<file path="config.mk">
export PLATFORM = sky130hd
export DESIGN_NAME = norm_shift_unit_flat
export DESIGN_NICKNAME = d
export VERILOG_FILES = /design/src/rtl/norm_shift_unit_if.sv /design/src/rtl/norm_shift_unit.sv /design/src/flat_wrapper.sv
export SDC_FILE = /design/constraint.sdc
export NUM_CORES = 1
export LEC_CHECK = 0
export ABC_AREA = 1
export CORE_ASPECT_RATIO = 0.5
export CORE_UTILIZATION = 48
export DETAILED_ROUTE_END_ITERATION = 10
export PLACE_DENSITY = 0.79
export REMOVE_ABC_BUFFERS = 1
export SYNTH_ARGS = -nofsm -noshare
export SYNTH_HDL_FRONTEND = slang
export SYNTH_SLANG_ARGS = --single-unit
</file>
<file path="constraint.sdc">
create_clock -name clk -period 8.5 [get_ports clk]
set_clock_uncertainty 0.15 [all_clocks]
set_input_delay 2.125 -clock clk [delete_from_list [all_inputs] [get_ports clk]]
set_output_delay 2.125 -clock clk [all_outputs]
set_load 0.1 [all_outputs]
</file>
<file path="src/rtl/norm_shift_unit_if.sv">
// Handshake bundle for the normalizer: operand request side and result side.
// Both sides use valid/ready: a transfer happens on a rising clk edge where
// valid and ready are both high; the producer holds valid and its payload
// stable until that edge, and ready may depend on state but never on valid.
interface norm_shift_unit_if;
  logic        in_valid;
  logic        in_ready;
  logic [31:0] a;
  logic        signed_mode;
  logic        out_valid;
  logic        out_ready;
  logic [31:0] out_norm;
  logic [5:0]  out_shamt;
  logic        out_zero;

  // Requester / result consumer (e.g. issue stage)
  modport master (
    output in_valid, a, signed_mode, out_ready,
    input  in_ready, out_valid, out_norm, out_shamt, out_zero
  );

  // The normalizer itself
  modport slave (
    input  in_valid, a, signed_mode, out_ready,
    output in_ready, out_valid, out_norm, out_shamt, out_zero
  );
endinterface

</file>
<file path="src/rtl/norm_shift_unit.sv">
// Multi-cycle normalizer: finds the left-shift amount that normalizes a
// 32-bit operand (leading zeros, or redundant sign bits in signed mode)
// using a 5-step binary search (16/8/4/2/1), one step per clock.
module norm_shift_unit (
  input  logic              clk,
  input  logic              rst,
  norm_shift_unit_if.slave  bus,
  output logic [1:0]        dbg_state
);

  typedef enum logic [1:0] {
    S_IDLE = 2'd0,
    S_RUN  = 2'd1,
    S_DONE = 2'd2
  } state_t;

  state_t      state;
  state_t      state_next;

  logic [31:0] working;
  logic [5:0]  count;
  logic [4:0]  step;        // one-hot search step: 16,8,4,2,1
  logic        mode;
  logic        zero;

  logic        accept;
  logic        release_res;
  logic        last_step;

  logic        hit;
  logic        u_hit;
  logic        s_hit;
  logic [5:0]  step_amt;
  logic [31:0] work_next;
  logic [5:0]  count_next;

  logic [31:0] norm_q;
  logic [5:0]  shamt_q;
  logic        zero_q;

  assign accept      = bus.in_valid && (state == S_IDLE);
  assign release_res = bus.out_ready && (state == S_DONE);
  assign last_step   = step[0];
  assign dbg_state   = state;

  // State register
  always_ff @(posedge clk or posedge rst) begin
    if (rst) begin
      state <= S_IDLE;
    end else begin
      state <= state_next;
    end
  end

  // Next-state decode
  always_comb begin
    state_next = state;
    unique case (state)
      S_IDLE:  if (accept)      state_next = S_RUN;
      S_RUN:   if (last_step)   state_next = S_DONE;
      S_DONE:  if (release_res) state_next = S_IDLE;
      default:                  state_next = S_IDLE;
    endcase
  end

  // Handshake outputs are pure functions of the state
  always_comb begin
    bus.in_ready  = 1'b0;
    bus.out_valid = 1'b0;
    unique case (state)
      S_IDLE:  bus.in_ready  = 1'b1;
      S_DONE:  bus.out_valid = 1'b1;
      default: ;
    endcase
  end

  // One search step: test the top k (unsigned) or k+1 (signed) bits and
  // shift them out when they carry no information
  always_comb begin
    u_hit    = 1'b0;
    s_hit    = 1'b0;
    step_amt = 6'd0;
    unique case (step)
      5'b10000: begin
        step_amt = 6'd16;
        u_hit    = (working[31:16] == 16'h0000);
        s_hit    = (working[31:15] == 17'h00000) || (working[31:15] == 17'h1ffff);
      end
      5'b01000: begin
        step_amt = 6'd8;
        u_hit    = (working[31:24] == 8'h00);
        s_hit    = (working[31:23] == 9'h000) || (working[31:23] == 9'h1ff);
      end
      5'b00100: begin
        step_amt = 6'd4;
        u_hit    = (working[31:28] == 4'h0);
        s_hit    = (working[31:27] == 5'h00) || (working[31:27] == 5'h1f);
      end
      5'b00010: begin
        step_amt = 6'd2;
        u_hit    = (working[31:30] == 2'b00);
        s_hit    = (working[31:29] == 3'b000) || (working[31:29] == 3'b111);
      end
      5'b00001: begin
        step_amt = 6'd1;
        u_hit    = (working[31] == 1'b0);
        s_hit    = (working[31] == working[30]);
      end
      default: ;
    endcase
    hit        = mode ? s_hit : u_hit;
    work_next  = hit ? (working << step_amt) : working;
    count_next = hit ? (count + step_amt) : count;
  end

  // Working datapath: capture on accept, one search step per RUN cycle
  always_ff @(posedge clk or posedge rst) begin
    if (rst) begin
      working <= 32'h0;
      count   <= 6'd0;
      step    <= 5'b00000;
      mode    <= 1'b0;
      zero    <= 1'b0;
    end else begin
      unique case (state)
        S_IDLE: begin
          if (accept) begin
            working <= bus.a;
            mode    <= bus.signed_mode;
            zero    <= (bus.a == 32'h0);
            count   <= 6'd0;
            step    <= 5'b10000;
          end
        end
        S_RUN: begin
          working <= work_next;
          count   <= count_next;
          step    <= step >> 1;
        end
        default: ;
      endcase
    end
  end

  // Result registers: loaded on the final step, held through DONE and after.
  // The unsigned search saturates at 31 for a zero operand, so the zero flag
  // promotes it to the full width.
  always_ff @(posedge clk or posedge rst) begin
    if (rst) begin
      norm_q  <= 32'h0;
      shamt_q <= 6'd0;
      zero_q  <= 1'b0;
    end else if ((state == S_RUN) && last_step) begin
      norm_q  <= work_next;
      shamt_q <= (zero && !mode) ? 6'd32 : count_next;
      zero_q  <= zero;
    end
  end

  assign bus.out_norm  = norm_q;
  assign bus.out_shamt = shamt_q;
  assign bus.out_zero  = zero_q;

endmodule

</file>
<file path="src/flat_wrapper.sv">
// flat-port wrapper written by rule: the top's interface ports become plain ports
module norm_shift_unit_flat 
  (clk, rst, dbg_state, bus_in_valid, bus_a, bus_signed_mode, bus_out_ready, bus_in_ready, bus_out_valid, bus_out_norm, bus_out_shamt, bus_out_zero);
  norm_shift_unit_if bus_i ();
  input  logic clk;
  input  logic rst;
  output logic [1:0] dbg_state;
  input wire logic [$bits(bus_i.in_valid)-1:0] bus_in_valid;
  input wire logic [$bits(bus_i.a)-1:0] bus_a;
  input wire logic [$bits(bus_i.signed_mode)-1:0] bus_signed_mode;
  input wire logic [$bits(bus_i.out_ready)-1:0] bus_out_ready;
  output wire logic [$bits(bus_i.in_ready)-1:0] bus_in_ready;
  output wire logic [$bits(bus_i.out_valid)-1:0] bus_out_valid;
  output wire logic [$bits(bus_i.out_norm)-1:0] bus_out_norm;
  output wire logic [$bits(bus_i.out_shamt)-1:0] bus_out_shamt;
  output wire logic [$bits(bus_i.out_zero)-1:0] bus_out_zero;
  assign bus_i.in_valid = bus_in_valid;
  assign bus_i.a = bus_a;
  assign bus_i.signed_mode = bus_signed_mode;
  assign bus_i.out_ready = bus_out_ready;
  assign bus_in_ready = bus_i.in_ready;
  assign bus_out_valid = bus_i.out_valid;
  assign bus_out_norm = bus_i.out_norm;
  assign bus_out_shamt = bus_i.out_shamt;
  assign bus_out_zero = bus_i.out_zero;
  norm_shift_unit u_core (.clk(clk), .rst(rst), .bus(bus_i), .dbg_state(dbg_state));
endmodule
</file>
; ---- Yosys cells after proc, flatten, opt, wreduce, memory -nomap -nowiden
; Index checks and enable logic that the tools add are counted.
[totals]
latch_bits = 0
reg_bits = 86
romBits = 0
in_bits = 37
out_inout_bits = 43
mem_bits_rw = 0
elab_cells = 69
memories = 0
[op_classes]
mux = 19
n_shift = 1
div = 0
addsub = 1
order_cmp = 0
mul = 0
bitwise_logic = 1
n_reduce_logical = 23
n_eq_ne = 15
[ops]
columns = operator, count
row1 = $mux W32, 2
row2 = $pmux W32 S2, 1
row3 = $logic_not A32 Y1, 1
row4 = $shl A32 B5 Y32, 1
row5 = $pmux W5 S5, 1
row6 = $mux W6, 3
row7 = $eq A17 B17 Y1 const B, 1
row8 = $logic_not A17 Y1, 1
row9 = $logic_not A16 Y1, 1
row10 = $pmux W6 S2, 1
row11 = $eq A5 B5 Y1 const B, 2
row12 = $pmux W1 S5, 2
row13 = $pmux W5 S2, 1
row14 = $eq A9 B9 Y1 const B, 1
row15 = $logic_not A9 Y1, 1
row16 = $logic_not A8 Y1, 1
row17 = $add A6 B5 Y6, 1
row18 = $mux W2, 3
row19 = $ne A2 B1 Y1 const B, 3
row20 = $pmux W2 S3, 1
row21 = $eq A5 B1 Y1 const B, 1
row22 = $eq A5 B2 Y1 const B, 1
row23 = $eq A5 B3 Y1 const B, 1
row24 = $eq A5 B4 Y1 const B, 1
row25 = 17 further kinds, 27

; ---- Logic depth before layout (Yosys ltp)
; Gate-level depths: netlist of run 1.
[logic_depth]
depth_word = 6
ltp_mapped = 17
ltp_nobuf = 16

; ---- Least setup slack after synthesis of run 1
; No wires, ideal clock.
[synth_timing]
path_type = register to output
start = reg u_core.state[1], in the netlist u_core.dbg_state[1]
end = out bus_out_valid
setup_slack_ns = 3.873
n_path_buf = 0
arrival_time_ns = 2.352
t_required_ns = 6.225
stages_incl_launch_ff = 3
cell_sequence = dfrtp_1 -> inv_1 -> nor2_1
[synth_between]
elab_chain_cells = 2
[synth_rtl]
columns = item, line_no
row1 = from (decl), norm_shift_unit.sv:17  ; state_t state;
row2 = from (signal assigned), norm_shift_unit.sv:51  ; state <= state_next;
row3 = $eq A2 B2 Y1, norm_shift_unit.sv:70  ; unique case (state)
row4 = $mux W1, norm_shift_unit.sv:70
row5 = to (decl), flat_wrapper.sv:13  ; output wire logic [$bits(bus_i.out_valid)-1:0] bus_out_valid;
; No other way between the ends.

; ---- Worst setup path in the final report of run 1
[layout_timing]
start = in bus_in_valid
end = reg u_core.working[3]
[layout_between]
elab_chain_cells = 3
[layout_rtl]
columns = item, line_no
row1 = from (decl), flat_wrapper.sv:8  ; input wire logic [$bits(bus_i.in_valid)-1:0] bus_in_valid;
row2 = $logic_and A1 B1 Y1, norm_shift_unit.sv:41  ; assign accept = bus.in_valid && (state == S_IDLE);
row3 = $ne A2 B1 Y1 (no line), -
row4 = $reduce_and A2 Y1 (no line), -
row5 = to (signal assigned), norm_shift_unit.sv:128  ; working <= bus.a;
row6 = to (signal assigned), norm_shift_unit.sv:136  ; working <= work_next;
row7 = to (decl), norm_shift_unit.sv:20  ; logic [31:0] working;
; No other way between the ends.
; A chain may end at the register's enable or synchronous reset.

==> flow_metrics.py, run 1 <==
metrics = {
    "setup_path": {
        "crit_path_start": "bus_in_valid",
        "cp-start-kind": "input pin",
        "crit_required_ps": 8550,
        "crit_arrival_ps": 5290,
        "r2r-start": "u_core.step[2]",
        "crit_type": "input pin to flop",
        "cp_max_fo": 24,
        "r2r_cells": 15,
        "cp-end-kind": "flop",
    },
    "global_route": {
        "overflow": 0,
        "grt_pass1_wl_um": 33700,
        "antenna_found_initial": 0,
        "grt_pass1_vias": 6229,
        "grt_max_degree": 53,
        "grt_usage": 0.333,
    },
    "clock_network": {
        "cts.sinks": 86,
        "cts_buffer_depth": 2,
        "numCtsBuffers": 9,
        "cts-root-buf": "clkbuf_16",
        "cts_tree": "done",
        "clkLatencyLatePin_ps": 350,
        "postCtsSetupRepairBufs": 0,
        "post_cts_resized": 0,
        "htree_levels": 3,
        "cts_hold_buf": 0,
        "path_clk_slew_ps": 70,
    },
    "timing": {
        "fin_crit_sh": 0.618,
        "setup_tns_ps": 0,
        "tightest_slew_ps": 1020,
        "setup_viol": 0,
        "fmax_mhz": 191,
        "slew_viol_final": 0,
        "postLayoutSetupSlackWorst_ps": 3250,
        "slew-limit-headroom": 0.319,
        "timing.final.crit_period_ps": 5250,
        "hold_viol_final": 0,
        "rsz0062_at_grt": "no",
    },
    "finish": {
        "synthToLayoutAreaGrowth_pct": 17.9,
        "design_area_mm2": 0.00729,
        "n_antenna_cell": 0,
        "final_cell_mix": "nand2_1 (326), nand3_1 (203), dfrtp_1 (86), clkdlybuf4s50_1 (79), inv_1 (66)",
        "layout_commonest_cell": "nand2_1",
        "nNetsFinal": 1042,
        "n_fill_cell": 1195,
        "layout-drive-gt1-share": 0.0439,
    },
    "status": {
        "status": "finished, final reports clean",
    },
    "synth": {
        "syn-cell-area_mm2": 0.00618,
        "ys_ff_latch": 86,
        "ys_seq_area_frac": 0.348,
        "syn_area_per_cell_um2": 6.48,
        "synth-warning-count": 0,
        "synthDistinctLibCells": 39,
        "ys.flop_type": "dfrtp_1",
        "ys_async_sr_fraction": 1.00,
        "synth_edf_count": 0,
        "netlist_instances": 954,
    },
    "place": {
        "post_dp_cell_area_mm2": 0.00699,
        "post-place-ws_ps": 3010,
        "portBuffers": 79,
        "gp_congestion": 0.958,
        "dp_hpwl_um": 14600,
    },
    "floorplan": {
        "ios": 80,
        "die_area_mm2": 0.0134,
        "start_util": 0.507,
        "rows": 28,
        "die_w_um": 163,
        "core_mm2": 0.0122,
        "dieHeight_um": 82.3,
    },
    "detailed_routing": {
        "vias": 6984,
        "firstDrtPassIters": 7,
        "drc": 0,
        "dr.first_iter.drc_count": 921,
        "avgViaCountPerCell": 5.98,
        "postRouteAntennaNets": 0,
        "wl_um": 21500,
        "routedWlPerCell_um": 18.4,
    },
    "run": {
        "max_cap_viol_count": 0,
    },
    "min_path": {
        "hp-class": "flop to flop",
        "hp-start": "u_core.bus.out_zero",
        "min_path_cells": 2,
    },
}
[area by class of cell]
type                    instances  area (um^2)  share of cell area
clock buffers                   9          225              0.0309
clock inverters                 7         78.8              0.0108
inverters                      73          278              0.0381
multi-input cells             739         3480               0.478
flip-flops and latches         86         2150               0.295
well taps                     165          206              0.0283
repair buffers                 89          866               0.119
[state kept, by name, indices dropped and copies added (netlist names)]
signal,flops
u_core.bus.out_norm,32
u_core.working,32
u_core.bus.out_zero,1
u_core.dbg_state,2
u_core.zero,1
u_core.mode,1
u_core.step,5
u_core.bus.out_shamt,6
u_core.count,6
[worst paths after layout]
kind / end / slack, ps
min in group asynchronous: u_core.bus.out_shamt[2] / 2010
max reg2reg: u_core.working[26] / 4720
max in group asynchronous: u_core.working[24] / 5060
min: u_core.bus.out_zero / 320
min reg2reg: u_core.bus.out_zero / 320
max: u_core.working[3] / 3250
[routing by layer]
metal,global-route usage,part of all wire
met5,0,0
met4,0.0804,0.015
met3,0.100,0.13
met2,0.467,0.38
met1,0.494,0.47
[through the flow]
step                std cells  hold slack (ps)  utilization
floorplan                 898              321            -
finish                   1168              324        0.598
CTS                      1168              329        0.598
global placement         1152              305        0.573
detailed placement       1152              313        0.573
global route             1168              344        0.598
[critical path, stage by stage]
cell and delay, ps:
clkdlybuf4s50_1 450, nand2_1 180, inv_1 810, nor2_2 300
buf_4 320, inv_1 730, o21ai_0 170, o21bai_1 190
[cell usage after synthesis (all sizes together), types with 2 or more instances]
cell | number | share of area
o21a | 4 | 0.0049
buf | 30 | 0.029
inv | 72 | 0.044
o21bai | 2 | 0.0024
nor4 | 8 | 0.0081
nand2 | 327 | 0.20
o21ai | 58 | 0.047
o31ai | 3 | 0.0036
or2 | 2 | 0.0020
ha | 6 | 0.012
xor2 | 2 | 0.0028
dfrtp | 86 | 0.35
nor2 | 55 | 0.039
a21oi | 4 | 0.0032
nand3 | 205 | 0.17
xnor2 | 2 | 0.0028
o211ai | 10 | 0.012
clkbuf | 26 | 0.016
nand4 | 37 | 0.037
o22ai | 8 | 0.0081
[logic make-up after synthesis]
kind of cell,Yosys count,share of synthesized area
and+or+nand+nor,637,0.457
buffers and inverters,129,0.0896
AOI/OAI and AO/OA,91,0.0842
DFF,86,0.348
adders and majority gates,7,0.0154
xor gates and xnor gates,4,0.00567
Power of run 1 is not shown: default switching activity piles up to over one toggle a cycle in this logic, so the estimate is an artifact.
==> inputs of run 2 (changes only) <==
PLACE_DENSITY = 0.82   (was 0.79)
clock period = 4.61 ns   (was 8.5 ns; I/O delays follow)
==> flow_metrics.py, run 2 (same netlist as run 1, synthesis figures left out) <==
metrics = {
    "status": {
        "status": "finished, final reports clean",
    },
    "finish": {
        "register_area_mm2": 0.00215,
        "layout_commonest_cell": "nand2_1",
        "n_fill_cell": 1184,
        "final_cell_mix": "nand2_1 (326), nand3_1 (203), dfrtp_1 (86), clkdlybuf4s50_1 (79), inv_1 (66)",
        "post-route-util": 0.606,
        "design_area_mm2": 0.00738,
        "layout-drive-gt1-share": 0.0561,
        "nNetsFinal": 1055,
        "multi_input_area_mm2": 0.00348,
        "synthToLayoutAreaGrowth_pct": 19.4,
        "n_antenna_cell": 0,
    },
    "place": {
        "gp_congestion": 1.01,
        "portBuffers": 79,
        "post_dp_cell_area_mm2": 0.00710,
        "post-place-ws_ps": 1270,
        "dp_hpwl_um": 16400,
    },
    "clock_network": {
        "clkLatencyLatePin_ps": 350,
        "cts.sinks": 86,
        "post_cts_resized": 0,
        "path_clk_slew_ps": 70,
        "cts-root-buf": "clkbuf_16",
        "cts_hold_buf": 0,
        "htree_levels": 3,
        "cts_buffer_depth": 2,
        "numCtsBuffers": 9,
        "cts_tree": "done",
        "postCtsSetupRepairBufs": 0,
    },
    "global_route": {
        "overflow": 0,
        "grt_pass1_vias": 6148,
        "met3_usage": 0.132,
        "grt_max_degree": 46,
        "grt_usage": 0.357,
        "grt_pass1_wl_um": 35200,
        "antenna_found_initial": 0,
        "grtUsageMet2": 0.485,
        "grt_use_met1": 0.532,
        "top_usage_layer": "met1",
    },
    "setup_path": {
        "slowest_delay_ps": 1150,
        "crit_required_ps": 3310,
        "crit_chain": "inv_1, nor2_1, clkdlybuf4s50_1",
        "cp-end-kind": "output pin",
        "slowest_stage": "clkdlybuf4s50_1",
        "critPathTopFamily": "buffers and inverters",
        "cp-start-kind": "flop",
        "cp_max_fo": 4,
        "crit_arrival_ps": 2080,
        "crit_type": "flop to output pin",
        "path_buf_inv": 2,
    },
    "floorplan": {
        "die_w_um": 163,
        "ios": 80,
        "core_mm2": 0.0122,
        "die_area_mm2": 0.0134,
        "start_util": 0.507,
        "dieHeight_um": 82.3,
        "rows": 28,
    },
    "timing": {
        "tightest_slew_ps": 1030,
        "hold_viol_final": 0,
        "postLayoutSetupSlackWorst_ps": 1230,
        "slew_viol_final": 0,
        "fmax_mhz": 296,
        "rsz0062_at_grt": "no",
        "fin_crit_sh": 0.734,
        "setup_viol": 0,
        "timing.final.crit_period_ps": 3380,
        "slew-limit-headroom": 0.306,
    },
    "detailed_routing": {
        "routedWlPerCell_um": 19.6,
        "postRouteAntennaNets": 0,
        "wl_um": 23200,
        "vias": 7048,
        "dr.first_iter.drc_count": 986,
        "drc": 0,
        "firstDrtPassIters": 5,
        "avgViaCountPerCell": 5.97,
    },
    "run": {
        "max_cap_viol_count": 0,
    },
    "min_path": {
        "hp-class": "flop to flop",
    },
}
==> run 2: cell types whose count changed in the layout (fill, tap and decap cells not counted), sizes merged <==
cell / change
buf: +13
bufinv: -1
clkinv: -3
inv: +2
clkinvlp: +2
==> run 2: worst paths after layout <==
check	depth (start not counted)	from	end	slack [ps]
worst min-delay path	2	u_core.bus.out_norm[30]	u_core.bus.out_norm[30]	330
worst max register to register	15	u_core.step[2]	u_core.working[25]	1270
worst min register to register	2	u_core.bus.out_norm[30]	u_core.bus.out_norm[30]	330
worst max-delay path	3	u_core.dbg_state[1]	bus_out_valid	1230
max in group asynchronous	3	rst	u_core.working[12]	2390
min in group asynchronous	2	rst	u_core.bus.out_norm[17]	1100
==> run 2: worst register-to-register path, cell delays in order (launching register included) <==
cell and delay (ps):
dfrtp_1 430, nor2_4 420, nand3_1 440, nand2_1 350
nand2_1 80, inv_1 70, nand3_1 70, nand2_1 70
nand2_2 310, buf_4 350, nor2_1 130, nand2_1 90
nand2_1 100, nand2_1 50, nand2_1 70, nand2_1 50
==> run 2: area by class of cell <==
class | instances | share of cell area
clock buffer | 9 | 0.0305
tap | 165 | 0.0280
timing repair buffer | 102 | 0.132
multi-input combinational | 739 | 0.472
clock inverter | 7 | 0.00864
inverter | 73 | 0.0376
sequential | 86 | 0.291
==> run 2: routing by layer <==
layer | share of wire | wire length (um)
met2 | 0.38 | 8830
met3 | 0.14 | 3350
met4 | 0.0077 | 179
met1 | 0.47 | 10800
met5 | 0 | 0
==> run 2: metrics by stage <==
| step | TNS [ps] | std cells | hold WS (ps) |
|---|---|---|---|
| 2_1_floorplan | -21550 | 898 | 321 |
| 3_3_place_gp | 0 | 1165 | 308 |
| 3_5_place_dp | 0 | 1165 | 309 |
| 4_1_cts | 0 | 1181 | 326 |
| 5_1_grt | 0 | 1181 | 358 |
| 6_report | 0 | 1181 | 328 |
Power of run 2 is left out for the same reason.
